**config.mk**
```make
export PLATFORM = sky130hd
export DESIGN_NAME = seg_display_driver
export DESIGN_NICKNAME = d
export VERILOG_FILES = /design/src/rtl/seg_pkg.sv /design/src/rtl/seg_display_driver_seg_decoder.sv /design/src/rtl/seg_display_driver.sv
export SDC_FILE = /design/constraint.sdc
export NUM_CORES = 1
export LEC_CHECK = 0
export BUFFER_PORTS_ARGS = -buffer_cell sky130_fd_sc_hd__buf_2
export CORE_ASPECT_RATIO = 2
export CORE_MARGIN = 2
export CORE_UTILIZATION = 55
export CTS_BUF_LIST = sky130_fd_sc_hd__clkbuf_2
export DETAILED_ROUTE_END_ITERATION = 16
export MAX_ROUTING_LAYER = met4
export PLACE_DENSITY = 0.83
export SYNTH_ARGS = -nofsm -noshare
export SYNTH_HDL_FRONTEND = slang
export SYNTH_HIERARCHICAL = 1
export SYNTH_SLANG_ARGS = --single-unit
```
**constraint.sdc**
```tcl
create_clock -name clk -period 3.8 [get_ports clk]
set_input_delay 0.76 -clock clk [delete_from_list [all_inputs] [get_ports clk]]
set_output_delay 0.76 -clock clk [all_outputs]
set_load 0.05 [all_outputs]
```
**src/rtl/seg_pkg.sv**
```systemverilog
// Shared types and constants for the seven-segment display driver.
// Segment patterns are gfedcba, active-high.
package seg_pkg;

  typedef enum logic [1:0] {
    OFF       = 2'd0,
    LAMP_TEST = 2'd1,
    RUN       = 2'd2
  } state_t;

  localparam logic [3:0] CODE_DASH  = 4'd10;
  localparam logic [3:0] CODE_H     = 4'd11;
  localparam logic [3:0] CODE_L     = 4'd12;
  localparam logic [3:0] CODE_P     = 4'd13;
  localparam logic [3:0] CODE_E     = 4'd14;
  localparam logic [3:0] CODE_BLANK = 4'd15;

  localparam logic [6:0] SEG_PAT [16] = '{
    7'h3F, 7'h06, 7'h5B, 7'h4F,
    7'h66, 7'h6D, 7'h7D, 7'h07,
    7'h7F, 7'h6F, 7'h40, 7'h76,
    7'h38, 7'h73, 7'h79, 7'h00
  };

endpackage

```
**src/rtl/seg_display_driver_seg_decoder.sv**
```systemverilog
// Combinational display-code to segment-pattern lookup.
// Pattern bit 0 is segment a, bit 6 is segment g.
module seg_decoder
  import seg_pkg::*;
(
  input  logic [3:0] code,
  output logic [6:0] pattern
);

  assign pattern = SEG_PAT[code];

endmodule

```
**src/rtl/seg_display_driver.sv**
```systemverilog
// Multiplexed 8-digit seven-segment driver with power-up lamp test,
// per-digit blanking, blinking and decimal point.
module seg_display_driver
  import seg_pkg::*;
#(
  parameter int SCAN_DIV    = 100000,
  parameter int BLINK_DIV   = 25000000,
  parameter int TEST_CYCLES = 50000000
) (
  input  logic        clk,
  input  logic        reset,
  input  logic        power_on,
  input  logic [31:0] digits,
  input  logic [7:0]  blank_mask,
  input  logic [7:0]  blink_mask,
  input  logic [7:0]  dp_mask,
  output logic [7:0]  an,
  output logic [7:0]  seg
);

  localparam int SW = $clog2(SCAN_DIV);
  localparam int BW = $clog2(BLINK_DIV);
  localparam int TW = $clog2(TEST_CYCLES);

  state_t          state, state_n;
  logic [SW-1:0]   scnt, scnt_n;
  logic [BW-1:0]   bcnt, bcnt_n;
  logic [TW-1:0]   tcnt, tcnt_n;
  logic [2:0]      idx, idx_n;
  logic            phase, phase_n;
  logic            scan_tc, blink_tc, test_done;
  logic [3:0]      code;
  logic [6:0]      pat;
  logic [7:0]      run_seg, an_n, seg_n;

  assign scan_tc   = scnt == SW'(SCAN_DIV - 1);
  assign blink_tc  = bcnt == BW'(BLINK_DIV - 1);
  assign test_done = tcnt == TW'(TEST_CYCLES - 1);

  always_ff @(posedge clk or posedge reset) begin
    if (reset) begin
      state <= OFF;
      scnt  <= '0;
      bcnt  <= '0;
      tcnt  <= '0;
      idx   <= '0;
      phase <= 1'b1;
      an    <= '0;
      seg   <= '0;
    end else begin
      state <= state_n;
      scnt  <= scnt_n;
      bcnt  <= bcnt_n;
      tcnt  <= tcnt_n;
      idx   <= idx_n;
      phase <= phase_n;
      an    <= an_n;
      seg   <= seg_n;
    end
  end

  always_comb begin
    state_n = state;
    unique case (state)
      OFF:       if (power_on) state_n = LAMP_TEST;
      LAMP_TEST: begin
        if (!power_on)      state_n = OFF;
        else if (test_done) state_n = RUN;
      end
      RUN:       if (!power_on) state_n = OFF;
      default:   state_n = OFF;
    endcase
  end

  // Every state change clears the counters; they only advance while
  // the FSM stays put in an active state.
  always_comb begin
    scnt_n  = '0;
    idx_n   = '0;
    bcnt_n  = '0;
    tcnt_n  = '0;
    phase_n = 1'b1;
    if (state_n == state && state != OFF) begin
      scnt_n = scan_tc ? '0 : scnt + 1'b1;
      idx_n  = scan_tc ? idx + 3'd1 : idx;
    end
    if (state == LAMP_TEST && state_n == LAMP_TEST)
      tcnt_n = tcnt + 1'b1;
    if (state == RUN && state_n == RUN) begin
      bcnt_n  = blink_tc ? '0 : bcnt + 1'b1;
      phase_n = blink_tc ? ~phase : phase;
    end
  end

  assign code = digits[{idx_n, 2'b00} +: 4];

  seg_decoder u_dec (
    .code    (code),
    .pattern (pat)
  );

  always_comb begin
    run_seg = {dp_mask[idx_n], pat};
    if (blank_mask[idx_n] || (blink_mask[idx_n] && !phase_n))
      run_seg = '0;
    an_n  = (state_n == OFF) ? 8'h00 : 8'h01 << idx_n;
    seg_n = '0;
    unique case (state_n)
      LAMP_TEST: seg_n = 8'hFF;
      RUN:       seg_n = run_seg;
      default:   seg_n = '0;
    endcase
  end

endmodule
```
Word level (Yosys, flattened, before mapping)
Memory sizes are Yosys's and may differ from the RTL's.
Index checks and enable logic that the tools add are counted.
Widths: inputs -> output; s select.
{ "word_totals": {"reg_bits": 90, "romBits": 112, "input_bits": 59, "output_inout_bits": 16, "elab_cells": 61, "mem_count": 1} }
{ "classes": {"addsub": 4, "order_cmp": 2, "eq_ne": 8, "shift": 2, "muxes": 25, "bitwise_logic": 2, "n_reduce_logical": 9} }
{ "memory_table": {"columns": ["name", "depth", "width", "read_ports", "rd_ports_with_merged_regs", "wr", "line", "rtl"], "rows": [
  ["(name not given)", 16, 7, 1, 0, 0, "seg_display_driver_seg_decoder.sv:10", "assign pattern = SEG_PAT[code];"]
]} }
{ "ops": {"columns": ["cell", "count"], "rows": [
  ["$mux 25", 2],
  ["$mux 17", 2],
  ["$shiftx 32x6->4", 1],
  ["$add 26x1->26 const B", 1],
  ["$eq 26x26->1 const B", 1],
  ["$mux 26", 1],
  ["$add 25x1->25 const B", 1],
  ["$eq 25x25->1 const B", 1],
  ["$add 17x1->17 const B", 1],
  ["$eq 17x17->1 const B", 1],
  ["$mux 8", 2],
  ["$pmux 8 s2", 1],
  ["$mux 7", 2],
  ["$bmux 1 s3", 3],
  ["$mux 2", 4],
  ["$shl 1x3->8 const A", 1],
  ["$mux 3", 2],
  ["$pmux 2 s3", 1],
  ["$ge 5x5->1 const B", 1],
  ["$mux 1", 5],
  ["$not 4->5", 1],
  ["$eq 2x1->1 const B", 2],
  ["$eq 2x2->1 const B", 2],
  ["$logic_and 1x1->1", 4],
  ["8 further kinds", 9]
]} }

Longest topological paths before layout
{ "depth": {"word_depth": 14, "depth_mapped": 17} }

By module
Netlist, hierarchy kept.
{ "modules_own_cells": {"columns": ["mod", "instances", "cells_per_inst", "area_each_um2", "seq_area_each_um2"], "rows": [
  ["seg_display_driver", 1, 503, 4788.3, 2253.4],
  ["seg_decoder", 1, 36, 262.8, 0.0]
]} }

Least setup slack after synthesis
No wires, ideal clock.
{ "synth_path": {"kind": "register -> register", "startpoint": "reg scnt[0]", "endpoint": "reg seg[4]", "setup_ps": 76, "arrival_ps": 3005, "required_ps": 3724, "slack_ps": 718, "stages_incl_launch_ff": 15, "synth_period_minus_slack_ps": 3082, "path_cell_list": "dfrtp_1 -> ha_1 -> and4_1 -> nand4_2 -> or3_4 -> a21o_2 -> inv_2 -> mux2i_1 -> o21ai_0 -> inv_1 -> ha_1 -> o211ai_1 -> o31a_1 -> inv_1 -> o21ai_1"} }
{ "synth_via": {"elab_chain_cells": 10, "elab_cells_between_ends": 16, "cone_classes": "eq/ne: 1; shift: 1; mux: 10; bitwise: 1; reduce/logical: 2; memory: 1"} }
{ "synth_rtl": {"columns": ["item", "line", "rtl"], "rows": [
  ["start: declaration", "seg_display_driver.sv:26", "logic [SW-1:0] scnt, scnt_n;"],
  ["start signal: assignment", "seg_display_driver.sv:52", "scnt <= scnt_n;"],
  ["$eq 17x17->1", "seg_display_driver.sv:36", "assign scan_tc = scnt == SW'(SCAN_DIV - 1);"],
  ["$mux 3", "seg_display_driver.sv:85", "idx_n = scan_tc ? idx + 3'd1 : idx;"],
  ["$mux 3", "seg_display_driver.sv:83", "if (state_n == state && state != OFF) begin"],
  ["named net idx_n[2]", "seg_display_driver.sv:29", "logic [2:0] idx, idx_n;"],
  ["$shiftx 32x6->4", "seg_display_driver.sv:95", "assign code = digits[{idx_n, 2'b00} +: 4];"],
  ["named net code[0]", "seg_display_driver.sv:32", "logic [3:0] code;"],
  ["$not 4->5 (not written as such)", "seg_display_driver_seg_decoder.sv:10", null],
  ["$mem_v2 16x7", null, null],
  ["$mux 7 (not written as such) (2 in series)", "seg_display_driver_seg_decoder.sv:10", null],
  ["named net pat[4]", "seg_display_driver.sv:33", "logic [6:0] pat;"],
  ["$mux 8", "seg_display_driver.sv:104", "if (blank_mask[idx_n] || (blink_mask[idx_n] && !phase_n))"],
  ["$pmux 8 s2", "seg_display_driver.sv:108", "unique case (state_n)"],
  ["named net seg_n[4]", "seg_display_driver.sv:34", "logic [7:0] run_seg, an_n, seg_n;"],
  ["end signal: assignment", "seg_display_driver.sv:58", "seg <= seg_n;"],
  ["end: declaration", "seg_display_driver.sv:18", "output logic [7:0] seg"]
]} }
The timed path passes the listed nets, and every way through them passes these cells. The select of a mux whose other input is x is not followed.

Worst setup path after layout
Same ends and word-level chain as after synthesis.

==> flow_metrics.tcl <==
set metrics [dict create \
    drt-initial-drc-count 219 \
    dpl.cell_count 711 \
    critPathSlowestCell "dfrtp_1" \
    rows 49 \
    drive_gt1_share_pct 20.8 \
    dieHeight_um 140 \
    synth_flop_cell "dfrtp_1" \
    wl_mm 11.7 \
    finalCritPeriodShare_pct 93.3 \
    ys_warn_count 6 \
    syn-cell-area_mm2 0.00505 \
    cts-root-buf "clkbuf_2" \
    core-area_mm2 0.00895 \
    area_growth_pct 13.5 \
    cts_tree "done" \
    placed_cell_area_mm2 0.00555 \
    drv_slew 0 \
    hold_violations 0 \
    clkSinkCount 90 \
    clkSlewWorstSetupHoldPaths_ns 0.26 \
    relSlewSlack_pct 25.8 \
    grt_overflow 0 \
    rsz0062_at_grt "no" \
    drc 0 \
    yosysUniqueCellTypes 60 \
    r2r_cells 15 \
    stdcell_count 729 \
    synth_seq_cells 90 \
    outcome "finished, final reports clean" \
    min_period_ns 3.55 \
    worst_pin_slew_ns 1.11 \
    io_buffers 74 \
    clk_path_buf_depth 2 \
    vias_per_cell 5.83 \
    r2r-start "scnt[0]$_DFF_PP0_" \
    yosys-top-cells-count "89 x dfrtp_1, 82 x nor2_1, 49 x nand2_1" \
    hold_buffers 0 \
    postSynth.asyncResetShare_pct 100 \
    grt_pass1_vias 4374 \
    start_util_pct 56.4 \
    drtAntennaViolNets 0 \
    syn_nets 612 \
    ir_drop_uv 224 \
    cp_max_fo 11 \
    io_pins 75 \
    die_area_mm2 0.0100 \
    cts-buffers-inserted 9 \
    endpoint_kind "register" \
    synth-edff-count 0 \
    synthTopCellsByArea "dfrtp_1 44%, nor2_1 6.1%, xor2_1 6.1%" \
    clock_skew_ns 0.0308 \
    crit_required_ns 4.29 \
    hpwlAfterDp_mm 8.96 \
    fp.dieW_um 71.8 \
    arrival_ns 4.03 \
    syn_inst 539 \
    dr.pass1.iters 6 \
    ff2ff_setup_slack_ns 0.25 \
    path_class "register to register" \
    vias 4250 \
    r2r_end "seg[4]$_DFF_PP0_" \
    grt_max_degree 69 \
    setup_tns_ns 0 \
    finalSetupViolCount 0 \
    grt_usage_pct 25.8 \
    cpPeakStageDelay_ns 0.44 \
    ys_seq_area_share_pct 44.6 \
    power_leakage_nw 2.70 \
    htree_levels 3 \
    antenna_found_initial 1 \
    max-cap-violations 0 \
    max_freq_mhz 282 \
    hp-class "input port to async pin" \
    wl_per_cell_um 16.0 \
    fin_nets 694 \
    total_power_mw 1.67 \
    crit_chain "ha_1, and4_1, nand4_2, buf_4, o21ai_2, a21o_4, inv_2, mux2i_1, o21ai_2, inv_1, ha_1, o211ai_1, o31a_1, inv_1, o21ai_1" \
    worstSetupStartpointType "register" \
    final_design_area_no_fill_mm2 0.00573 \
    synth_area_leader_cell "dfrtp_1" \
    whs_ns 0.385 \
    yosysMostFrequentCell "dfrtp_1" \
    grt_pass1_wl_mm 20.1 \
    clkLatencyLatePin_ns 0.57 \
    gp_congestion 0.945 \
    powerDensity_mw_per_mm2 291 \
    syn_area_per_cell_um2 9.37 \
    yosysTopAreaCellShare_pct 44.1 \
]
[logic make-up (layout without fill, tap and decap cells)]
| family | after synthesis | count (layout) | share of synthesized area, % |
|---|---|---|---|
| buf+inv | 38 | 125 | 3.32 |
| mux | 24 | 24 | 4.95 |
| simple gates | 248 | 248 | 24.9 |
| fa+ha+maj | 14 | 14 | 3.47 |
| other cells | 0 | 1 | 0 |
| flops | 90 | 90 | 44.6 |
| xor+xnor | 56 | 56 | 9.86 |
| compound gates | 69 | 69 | 8.92 |
[critical path, delay by kind of cell, from the launching register on]
family / cells / cell delay, ns
compound gates: 6 / 1.24
flops: 1 / 0.44
simple gates: 2 / 0.51
fa+ha+maj: 2 / 0.59
buf+inv: 4 / 0.57
mux: 1 / 0.15
[layer usage]
layer,GRT usage [%],wire (µm),up-vias
met5,-,0,-
met4,11.6,403,0
met3,4.13,448,24
met2,44.3,6480,123
met1,28.8,4350,2092
li1,-,-,2011
[registers in the layout, summed over array words and instances, names as in the netlist]
register  flops
state         2
scnt         17
idx           3
bcnt         25
phase         1
seg           8
an            8
tcnt         26
[timing repair]
item,CTS,global route
setup buffers,0,1
endpoints found under the setup margin,0,6
gates resized for setup,0,8
[where the power goes]
part           leakage (nW)  internal (mW)  switching (mW)
clock network        0.0841          0.223           0.329
logic                  1.38         0.0524          0.0927
registers              1.24          0.967         0.00378
total                  2.70           1.24           0.425
[worst max path at each step]
stage	from	endpoint	slack, ns	depth (start not counted)
floorplan	reset	an[0]$_DFF_PP0_	0.71	1
global placement	scnt[0]$_DFF_PP0_	seg[4]$_DFF_PP0_	0.28	15
detailed placement	scnt[0]$_DFF_PP0_	seg[4]$_DFF_PP0_	0.05	15
CTS	scnt[0]$_DFF_PP0_	seg[4]$_DFF_PP0_	0.007	15
global route	scnt[0]$_DFF_PP0_	seg[4]$_DFF_PP0_	0.02	15
finish	scnt[0]$_DFF_PP0_	seg[4]$_DFF_PP0_	0.25	15
[area by class of cell]
type / count / area [µm²]
tap: 102 / 128
fill: 742 / 3220
timing repair buffer: 85 / 453
antenna: 1 / 2.50
inverter: 24 / 91.3
sequential: 90 / 2250
clock inverter: 6 / 90.1
multi-input combinational: 411 / 2670
clock buffer: 10 / 50.0
[layout by cell type, fill, tap and decap left out, drive strengths merged, types with 12 or more instances in the layout]
cell type,synthesis,routed
dfrtp,89,89
buf,6,85
nor2,83,83
nand2,49,49
xor2,36,36
o21ai,33,33
nand3,27,27
inv,24,24
mux2i,22,22
xnor2,20,20
and3,17,17
nor3,15,15
ha,14,14
a21oi,12,12
[through the flow]
stage	utilization, %	setup slack (ns)
floorplan	-	0.706
global placement	62.0	0.282
detailed placement	62.0	0.0459
CTS	63.5	0.00705
global route	64.1	0.0202
finish	64.1	0.254
Note: power is estimated with default switching activity, not from simulation.
